<file path="config.mk">
export PLATFORM = sky130hd
export DESIGN_NAME = ant_navigator
export DESIGN_NICKNAME = d
export VERILOG_FILES = /design/src/rtl/ant_navigator.sv
export SDC_FILE = /design/constraint.sdc
export NUM_CORES = 1
export LEC_CHECK = 0
export BUFFER_PORTS_ARGS = -buffer_cell sky130_fd_sc_hd__buf_4
export CAP_MARGIN = 20
export CORE_MARGIN = 2
export CORE_UTILIZATION = 63
export CTS_CLUSTER_DIAMETER = 40
export DETAILED_ROUTE_END_ITERATION = 16
export MAX_ROUTING_LAYER = met4
export PLACE_DENSITY = 0.8
export SETUP_SLACK_MARGIN = 0.4
export SYNTH_ARGS = -nofsm -noshare
export SYNTH_HDL_FRONTEND = slang
export SYNTH_SLANG_ARGS = --single-unit
export TNS_END_PERCENT = 20
</file>
<file path="constraint.sdc">
create_clock -name clk -period 3.3 [get_ports clk]
set_clock_uncertainty 0.05 [all_clocks]
set_input_delay 0.165 -clock clk [delete_from_list [all_inputs] [get_ports clk]]
set_output_delay 0.165 -clock clk [all_outputs]
set_load 0.02 [all_outputs]
</file>
<file path="src/rtl/ant_navigator.sv">
// ---------------------------------------------------------------------------
// ant_navigator
//
// Wall-following controller for one maze ant. It keeps a wall on the side
// chosen by WALL_SIDE using the two antennae and the bump sensor. When no
// antenna touches, it probes back toward the wall every PROBE_STEPS forward
// steps. A run of STUCK_LIMIT turn-away decisions in FOLLOW starts an escape
// manoeuvre of ESCAPE_STEPS forward steps. The goal signal halts the ant
// until the next reset.
//
// Optional feature macro: ANT_PHEROMONE_EN
//   When defined, the ph_drop/ph_detected ports exist. The ant deposits
//   pheromone on fresh ground. Revisiting its own trail in FOLLOW
//   (ph_detected >= PH_LOOP) starts an escape.
//
// Ports
//   clk          clock
//   rst_n        asynchronous reset, active-high (legacy name)
//   ant_l/ant_r  left/right antenna contact
//   hit          body bumped a wall this cycle
//   escape       goal reached, forces DONE
//   move         registered action: 00 HALT, 01 RIGHT, 10 LEFT, 11 FORWARD
//   done         registered, high while in DONE
//   ph_drop      registered pheromone deposit (ANT_PHEROMONE_EN only)
//   ph_detected  pheromone level under the ant (ANT_PHEROMONE_EN only)
// ---------------------------------------------------------------------------
module ant_navigator #(
    parameter int unsigned WALL_SIDE    = 0,
    parameter int unsigned PROBE_STEPS  = 1,
    parameter int unsigned STUCK_LIMIT  = 8,
    parameter int unsigned ESCAPE_STEPS = 4,
    parameter int unsigned PH_WIDTH     = 2,
    parameter int unsigned PH_LOOP      = 3
) (
    input  logic                clk,
    input  logic                rst_n,
    input  logic                ant_l,
    input  logic                ant_r,
    input  logic                hit,
    input  logic                escape,
    output logic [1:0]          move,
    output logic                done
`ifdef ANT_PHEROMONE_EN
    ,
    output logic [PH_WIDTH-1:0] ph_drop,
    input  logic [PH_WIDTH-1:0] ph_detected
`endif
);

    // Elaboration-time parameter range checks.
    if (WALL_SIDE > 1)
        $error("ant_navigator: WALL_SIDE must be 0 or 1");
    if (PROBE_STEPS < 1 || PROBE_STEPS > 15)
        $error("ant_navigator: PROBE_STEPS must be 1..15");
    if (STUCK_LIMIT < 2 || STUCK_LIMIT > 255)
        $error("ant_navigator: STUCK_LIMIT must be 2..255");
    if (ESCAPE_STEPS < 1 || ESCAPE_STEPS > 255)
        $error("ant_navigator: ESCAPE_STEPS must be 1..255");
    if (PH_WIDTH < 1 || PH_LOOP >= (32'd1 << PH_WIDTH))
        $error("ant_navigator: PH_LOOP must fit in PH_WIDTH bits");

    typedef enum logic [1:0] {
        ST_SEEK   = 2'd0,
        ST_FOLLOW = 2'd1,
        ST_ESCAPE = 2'd2,
        ST_DONE   = 2'd3
    } state_t;

    localparam logic [1:0] MV_HALT  = 2'b00;
    localparam logic [1:0] MV_RIGHT = 2'b01;
    localparam logic [1:0] MV_LEFT  = 2'b10;
    localparam logic [1:0] MV_FWD   = 2'b11;

    // Turning away from the wall is RIGHT for a left-hand wall, and the
    // reverse for a right-hand wall.
    localparam logic [1:0] MV_AWAY   = (WALL_SIDE == 0) ? MV_RIGHT : MV_LEFT;
    localparam logic [1:0] MV_TOWARD = (WALL_SIDE == 0) ? MV_LEFT  : MV_RIGHT;

    localparam logic [7:0] STUCK_LAST = 8'(STUCK_LIMIT - 1);
    localparam logic [7:0] ESC_LOAD   = 8'(ESCAPE_STEPS);
    localparam logic [3:0] PROBE_LOAD = 4'(PROBE_STEPS);

    state_t     state, state_next;
    logic [7:0] stuck_cnt, stuck_next;
    logic [7:0] esc_cnt, esc_next;
    logic [3:0] probe_cnt, probe_next;
    logic [1:0] act;        // action decided this cycle, registered into move
    logic [1:0] move_next;
    logic       done_next;

    logic near, far, loop_hit;
    assign near = (WALL_SIDE == 0) ? ant_l : ant_r;
    assign far  = (WALL_SIDE == 0) ? ant_r : ant_l;

`ifdef ANT_PHEROMONE_EN
    logic [PH_WIDTH-1:0] ph_drop_next;
    assign loop_hit = (ph_detected >= PH_WIDTH'(PH_LOOP));
`else
    assign loop_hit = 1'b0;
`endif

    // ------------------------------------------------------------------
    // State register, counters and registered outputs
    // ------------------------------------------------------------------
    // NOTE: sequential state uses non-blocking (<=) assignments so every
    // register samples the values from before the edge, whatever the
    // order of statements.
    always_ff @(posedge clk or posedge rst_n) begin
        if (rst_n) begin
            state     <= ST_SEEK;
            stuck_cnt <= '0;
            esc_cnt   <= '0;
            probe_cnt <= '0;
            move      <= MV_HALT;
            done      <= 1'b0;
`ifdef ANT_PHEROMONE_EN
            ph_drop   <= '0;
`endif
        end else begin
            state     <= state_next;
            stuck_cnt <= stuck_next;
            esc_cnt   <= esc_next;
            probe_cnt <= probe_next;
            move      <= move_next;
            done      <= done_next;
`ifdef ANT_PHEROMONE_EN
            ph_drop   <= ph_drop_next;
`endif
        end
    end

    // ------------------------------------------------------------------
    // Next-state and counter logic, plus the action chosen this cycle
    // ------------------------------------------------------------------
    // NOTE: every signal written here gets a default first, so no path
    // leaves one unassigned and no latch is inferred.
    always_comb begin
        state_next = state;
        stuck_next = stuck_cnt;
        esc_next   = esc_cnt;
        probe_next = probe_cnt;
        act        = MV_HALT;

        if (escape) begin
            state_next = ST_DONE;
        end else begin
            unique case (state)
                ST_SEEK: begin
                    if (ant_l || ant_r) begin
                        state_next = ST_FOLLOW;
                        stuck_next = '0;
                        probe_next = '0;
                    end else begin
                        act = MV_FWD;
                    end
                end

                ST_FOLLOW: begin
                    if (loop_hit || ((hit || far) && stuck_cnt >= STUCK_LAST)) begin
                        // The turn that would reach the stuck limit, or a
                        // revisited trail, starts the escape manoeuvre.
                        // Both triggers together give one single entry.
                        act        = MV_AWAY;
                        state_next = ST_ESCAPE;
                        esc_next   = ESC_LOAD;
                        stuck_next = '0;
                    end else if (hit || far) begin
                        // hit, both antennae or far-only: turn away.
                        act        = MV_AWAY;
                        stuck_next = stuck_cnt + 8'd1;
                    end else if (near) begin
                        act        = MV_FWD;
                        stuck_next = '0;
                        probe_next = '0;
                    end else if (probe_cnt == '0) begin
                        act        = MV_TOWARD;
                        probe_next = PROBE_LOAD;
                        stuck_next = '0;
                    end else begin
                        act        = MV_FWD;
                        probe_next = probe_cnt - 4'd1;
                        stuck_next = '0;
                    end
                end

                ST_ESCAPE: begin
                    if (hit) begin
                        act      = MV_AWAY;
                        esc_next = ESC_LOAD;
                    end else begin
                        act = MV_FWD;
                        // esc_cnt is at least 1 in ESCAPE; the <= guard
                        // keeps it from wrapping.
                        if (esc_cnt <= 8'd1) begin
                            esc_next   = '0;
                            state_next = ST_SEEK;
                        end else begin
                            esc_next = esc_cnt - 8'd1;
                        end
                    end
                end

                ST_DONE: begin
                    act = MV_HALT;
                end

                default: begin
                    state_next = ST_SEEK;
                end
            endcase
        end
    end

    // ------------------------------------------------------------------
    // Output logic: values registered at the next edge
    // ------------------------------------------------------------------
    always_comb begin
        move_next = act;
        done_next = (state_next == ST_DONE);
`ifdef ANT_PHEROMONE_EN
        // Deposit only when stepping forward onto unmarked ground.
        ph_drop_next = (act == MV_FWD && ph_detected == '0) ? PH_WIDTH'(1) : '0;
`endif
    end

endmodule

</file>
Word level (Yosys, flattened, before mapping) --
Index checks and enable logic that the tools add are counted.
Cells by class: $lt $le $gt $ge 2, $add $sub $neg 3, reductions and logical operators 10, eq/ne operators 8, bitwise logic cells 1, muxes and demuxes 28
Operators by type and width (count):
- $mux 8 | 6
- $pmux 8 s2 | 2
- $mux 2 | 10
- $mux 4 | 5
- $add 8x1->8 const B | 1
- $ge 8x3->1 const B | 1
- $le 8x1->1 const B | 1
- $ne 2x2->1 const B | 4
- $pmux 2 s4 | 1
- $pmux 4 s2 | 1
- $sub 8x1->8 const B | 1
- $eq 2x2->1 const B | 3
- $pmux 2 s3 | 1
- $reduce_and 3->1 | 2
- $reduce_and 5->1 | 1
- $logic_not 4->1 | 1
- $reduce_bool 2->1 | 2
- $sub 4x1->4 const B | 1
- $eq 2x1->1 const B | 1
- $logic_not 2->1 | 1
- $logic_or 1x1->1 | 2
- $mux 1 | 2
- $logic_and 1x1->1 | 1
- $not 1->1 | 1
Word-level totals: output and inout port bits 3, word-level logic and storage cells 58, flip-flop bits (word level) 25, bits of input ports 6

Depth between registers and ports, before layout --
depth after elaboration 7, depth in mapped cells 7, gate-level depth less buffers 7

Worst setup path after synthesis --
OpenSTA, ideal clock, no wires.
path type flip-flop to flip-flop, start register state[0], end register probe_cnt[0], library setup time 0.065 ns, slack 1.583 ns, path buffers 2, cell stages (with the launch flop) 7, period minus slack after synthesis 1.717 ns, required time 3.185 ns, arrival 1.603 ns, cells stage by stage dfrtp_1 > buf_4 > o21ai_0 > or4b_4 > buf_6 > a2111oi_1 > a21o_1
On the way: cells in the longest elaborated chain, start to end 3, elaborated cells on any way between the ends 8, those cells by class 4 x eq/ne; 1 x mux; 3 x reduce/logical
Ends and longest elaborated chain:
- from (decl) | RTL line 83 | state_t state, state_next;
- from (signal assigned) | RTL line 120 | state <= state_next;
- $eq 2x1->1 or $logic_not 2->1 (tied branches) | RTL line 147 | unique case (state)
- $ne 2x2->1 (no line) or $reduce_bool 2->1 (tied branches)
- $reduce_and 5->1 (no line)
- to (signal assigned) | RTL line 123 | probe_cnt <= probe_next;
- to (decl) | RTL line 86 | logic [3:0] probe_cnt, probe_next;
Several ways; a longest one is shown, not always the timed one. A chain may end at the register's enable or synchronous reset.

Worst setup path in the final report --
start register stuck_cnt[0], end register esc_cnt[4]
On the way: cells in the longest elaborated chain, start to end 4
Ends and longest elaborated chain:
- from (decl) | RTL line 84 | logic [7:0] stuck_cnt, stuck_next;
- from (signal assigned) | RTL line 121 | stuck_cnt <= stuck_next;
- $ge 8x3->1 | RTL line 159 | if (loop_hit || ((hit || far) && stuck_cnt >= STUCK_LAST)) begin
- $logic_and 1x1->1 | RTL line 159
- $ne 2x2->1 (no line)
- $reduce_and 3->1 (no line)
- to (signal assigned) | RTL line 122 | esc_cnt <= esc_next;
- to (decl) | RTL line 85 | logic [7:0] esc_cnt, esc_next;
No other way between the ends.

==> results by group <==
Route
  • Remaining routing DRC violations: 0
  • Detailed-route wire length per cell: roughly 13 µm
  • Drt first-iter violations: 39
  • DRT Wirelength: 2384 µm
  • Detailed-router iteration count before antenna repair: 4
  • Number of vias in the routed layout: 1079
  • Antenna Violating Nets Remaining: 0
  • Post-detailed-route via-to-cell ratio: 5.929

Clocking
  • Clock transition at the registers of the reported paths: 130 ps
  • Bufs on Longest Clock Path: 2
  • Clock buffer count from CTS: 3
  • Number of hold-repair buffers added at the cts stage: 0
  • H-tree level count: 1
  • Post-CTS resize count: 0
  • CTS Root Buffer Type: sky130_fd_sc_hd__clkbuf_4
  • Setup repair bufs after CTS: 0
  • TritonCTS clock tree: built
  • Sinks on the clock net: 25
  • Clk_lat worst skew: 320 ps

Pwr
  • Part of the power in registers: 63.9%
  • NetSw: ~0.00013 W
  • Proportion of power drawn by combinational gates: around a tenth
  • Static Leakage: 0.6653 nW
  • VDD IR max: 0.0003164 V
  • Switching share of total power: 25.56%
  • Total power consumption of the routed design: 0.0005090 W
  • Internal power: 0.0003789 W
  • Relative contribution of the clock network to total power: a little over a quarter
  • Ratio of total power to cell area: approximately 360 nW/µm²

Job
  • Reported max-cap violation count: 0

GRT
  • First-pass GRT wire length: 4305 µm
  • Vias in the first global route: between 900 and 1000
  • GRT Resource Usage Total: 23.02%
  • Largest net degree at the start of global routing: 26
  • Number of antenna violations at the first check in global routing: 0
  • Global route overflow: 0

STA
  • Setup repair after global routing missed its margin: false
  • Slew at the pin with the worst max-slew slack: 923.5 ps
  • Slew Limit Fails: 0
  • Period minus WS final: 2064 ps
  • Final-report setup violation count: 0
  • Final hold vios: 19
  • Share of the cycle needed by the critical path after routing: 62.55%
  • Peak Freq: 484.4 MHz
  • Setup total negative slack: 0 ps
  • Worst-case hold slack: -13.58 ps
  • Worst relative slew slack: 38.36%

Logic synthesis
  • Async set-or-reset flop fraction in the synthesized netlist: between 90% and 100%
  • Number of standard cells after synthesis: 148
  • Syn_area_per_cell: 9.020 µm²
  • Net Count, Synth: about 160
  • Post-synthesis sequential area ratio: between 40% and 50%
  • Most repeated cell in the gate-level netlist after synthesis: sky130_fd_sc_hd__nor2_1
  • Synth warnings: 0
  • Share of the synthesized area in the top cell type: between 40% and 50%
  • Netlist area before placement: 1335 µm²
  • Cell accounting for the most synthesized area: sky130_fd_sc_hd__dfrtp_1
  • Largest cells by area after synthesis: sky130_fd_sc_hd__dfrtp_1 47%, sky130_fd_sc_hd__nor2_1 7.9%, sky130_fd_sc_hd__o21ai_0 4.9%
  • Most frequent cells after synthesis: 28 x sky130_fd_sc_hd__nor2_1, 25 x sky130_fd_sc_hd__dfrtp_1, 14 x sky130_fd_sc_hd__nand2_1
  • Most common flop cell mapped by yosys: sky130_fd_sc_hd__dfrtp_1
  • Distinct cell type count after synthesis: 36
  • Number of flops mapped to enable cells by yosys: 0
  • Seq cells post-synth: 25

Floorplanning
  • Initial Utilization: 67.36%
  • Core area: 1982 µm²
  • Count of pins on the block boundary: 9
  • Die width: 50.04 µm
  • Standard-cell row count: 16
  • Die footprint: 2504 µm²
  • Overall die height: 50.04 µm

Worst setup path
  • Cell seen most often among critical-path stages: sky130_fd_sc_hd__a21oi_1
  • Slowest cell on the critical path: sky130_fd_sc_hd__a21oi_1
  • Top delay family on crit path: compound AO/OA/AOI/OAI gates
  • Maximum cell stage delay along the critical path: 600 ps
  • Startpoint type of the worst setup path: flop
  • Data arrival, critical path: roughly 2200 ps
  • Count of buffer and inverter cells on the critical path: 0
  • Cell-by-cell listing of the critical path: ha_1 -> a21oi_1 -> nand2_1 -> a21oi_1 -> o21ai_0 -> o41ai_1
  • Crit-path max FO: 11
  • Kind of capture point of the worst setup path: flop
  • Endpoint required time on the critical path: 3450 ps
  • Worst reg2reg startpoint: stuck_cnt[0]
  • Setup Crit Path Kind: flop to flop
  • Worst setup startpoint: stuck_cnt[0]

Status
  • Failing checks: hold timing
  • Outcome: finished, violations left

Cells and area
  • Antenna Cells: 0
  • Share of post-route cells with drive strength above 1: 10.97%
  • Final nets: about 170
  • Syn-to-layout area delta: 6.842%

Place
  • Detailed placement HPWL: about 1700 µm
  • Count of port buffers added during placement: 8
  • Routability-driven placement congestion ratio: 0.9465

Worst hold path
  • Worst min-delay path class: input port to async pin
## worst paths after layout
path                            cells past startpoint            to  slack (ps)
worst max-delay path                                6    esc_cnt[4]        1240
worst min-delay path                                2    esc_cnt[0]         -10
worst max register to register                      6    esc_cnt[4]        1240
worst min register to register                      2  stuck_cnt[7]         470
max in group asynchronous                           2  stuck_cnt[7]        2650
min in group clk                                    2       move[1]          10
## stage by stage
step,hold WS (ps),setup slack [ps],instance area [µm²],util [%],cells
floorplan,142.3,1583,1335,-,148
global placement,364.4,1409,1399,70.58,178
detailed placement,365.1,1326,1399,70.58,178
CTS,12.09,1295,1426,71.97,182
global route,27.11,1067,1426,71.97,182
finish,-13.58,1236,1426,71.97,182
## final cells by class
type                    count  area (µm²)
repair buffers              8       60.06
well taps                  27       33.78
fillers                   147       555.5
flip-flops and latches     25       625.6
multi-input cells         110       649.4
clock inverters             1       5.005
clock buffers               3       22.52
inverters                   8       30.03
## power groups by stage
stage / Combinational (W) / Clock, W / Sequential (W)
CTS: 0.0000517 / 0.000137 / 0.000325
floorplan: 0.0000355 / 0 / 0.000329
global route: 0.0000602 / 0.000150 / 0.000327
finish: 0.0000511 / 0.000132 / 0.000325
detailed placement: 0.0000513 / 0 / 0.000331
global placement: 0.0000485 / 0 / 0.000330
## kinds of logic (layout without fill, tap and decap cells)
group | count (synthesis) | in the layout | share of synthesized area, %
compound gates | 38 | 38 | 19.40
xor+xnor | 2 | 2 | 1.312
fa+ha+maj | 5 | 5 | 4.686
buf+inv | 13 | 20 | 4.499
flops | 25 | 25 | 46.86
simple gates | 65 | 65 | 23.24
## sequential cells by signal, summed over array words and instances (netlist names)
signal / cells
done: 1
stuck_cnt: 8
state: 2
probe_cnt: 4
move: 2
esc_cnt: 8
## worst register-to-register path: cells and delay by family (launching register included)
family	cells	cell delay (ps)
AO/OA/AOI/OAI	4	1090
flip-flops	1	450
adder cells (fa/ha/maj)	1	270
AND/OR/NAND/NOR	1	90
## cell usage in the layout, fill, tap and decap left out, types with 5 or more instances in the layout
master	Yosys	layout
sky130_fd_sc_hd__a21oi_1	10	10
sky130_fd_sc_hd__o21ai_0	13	13
sky130_fd_sc_hd__dfrtp_1	25	25
sky130_fd_sc_hd__ha_1	5	5
sky130_fd_sc_hd__buf_4	1	8
sky130_fd_sc_hd__nor2_1	28	28
sky130_fd_sc_hd__inv_1	8	8
sky130_fd_sc_hd__nand2_1	14	14
sky130_fd_sc_hd__nor3_1	9	9
## metal layers
metal / GRT usage [%] / routed length [µm] / share of wire (%) / up-vias
li1: - / - / - / 540
met1: 28.74 / 1122 / 47 / 504
met2: 37.72 / 1133 / 48 / 31
met3: 3.636 / 100 / 4.2 / 4
met4: 8.333 / 27 / 1.1 / 0
met5: - / 0 / 0 / -
(Power assumes the default switching activity.)
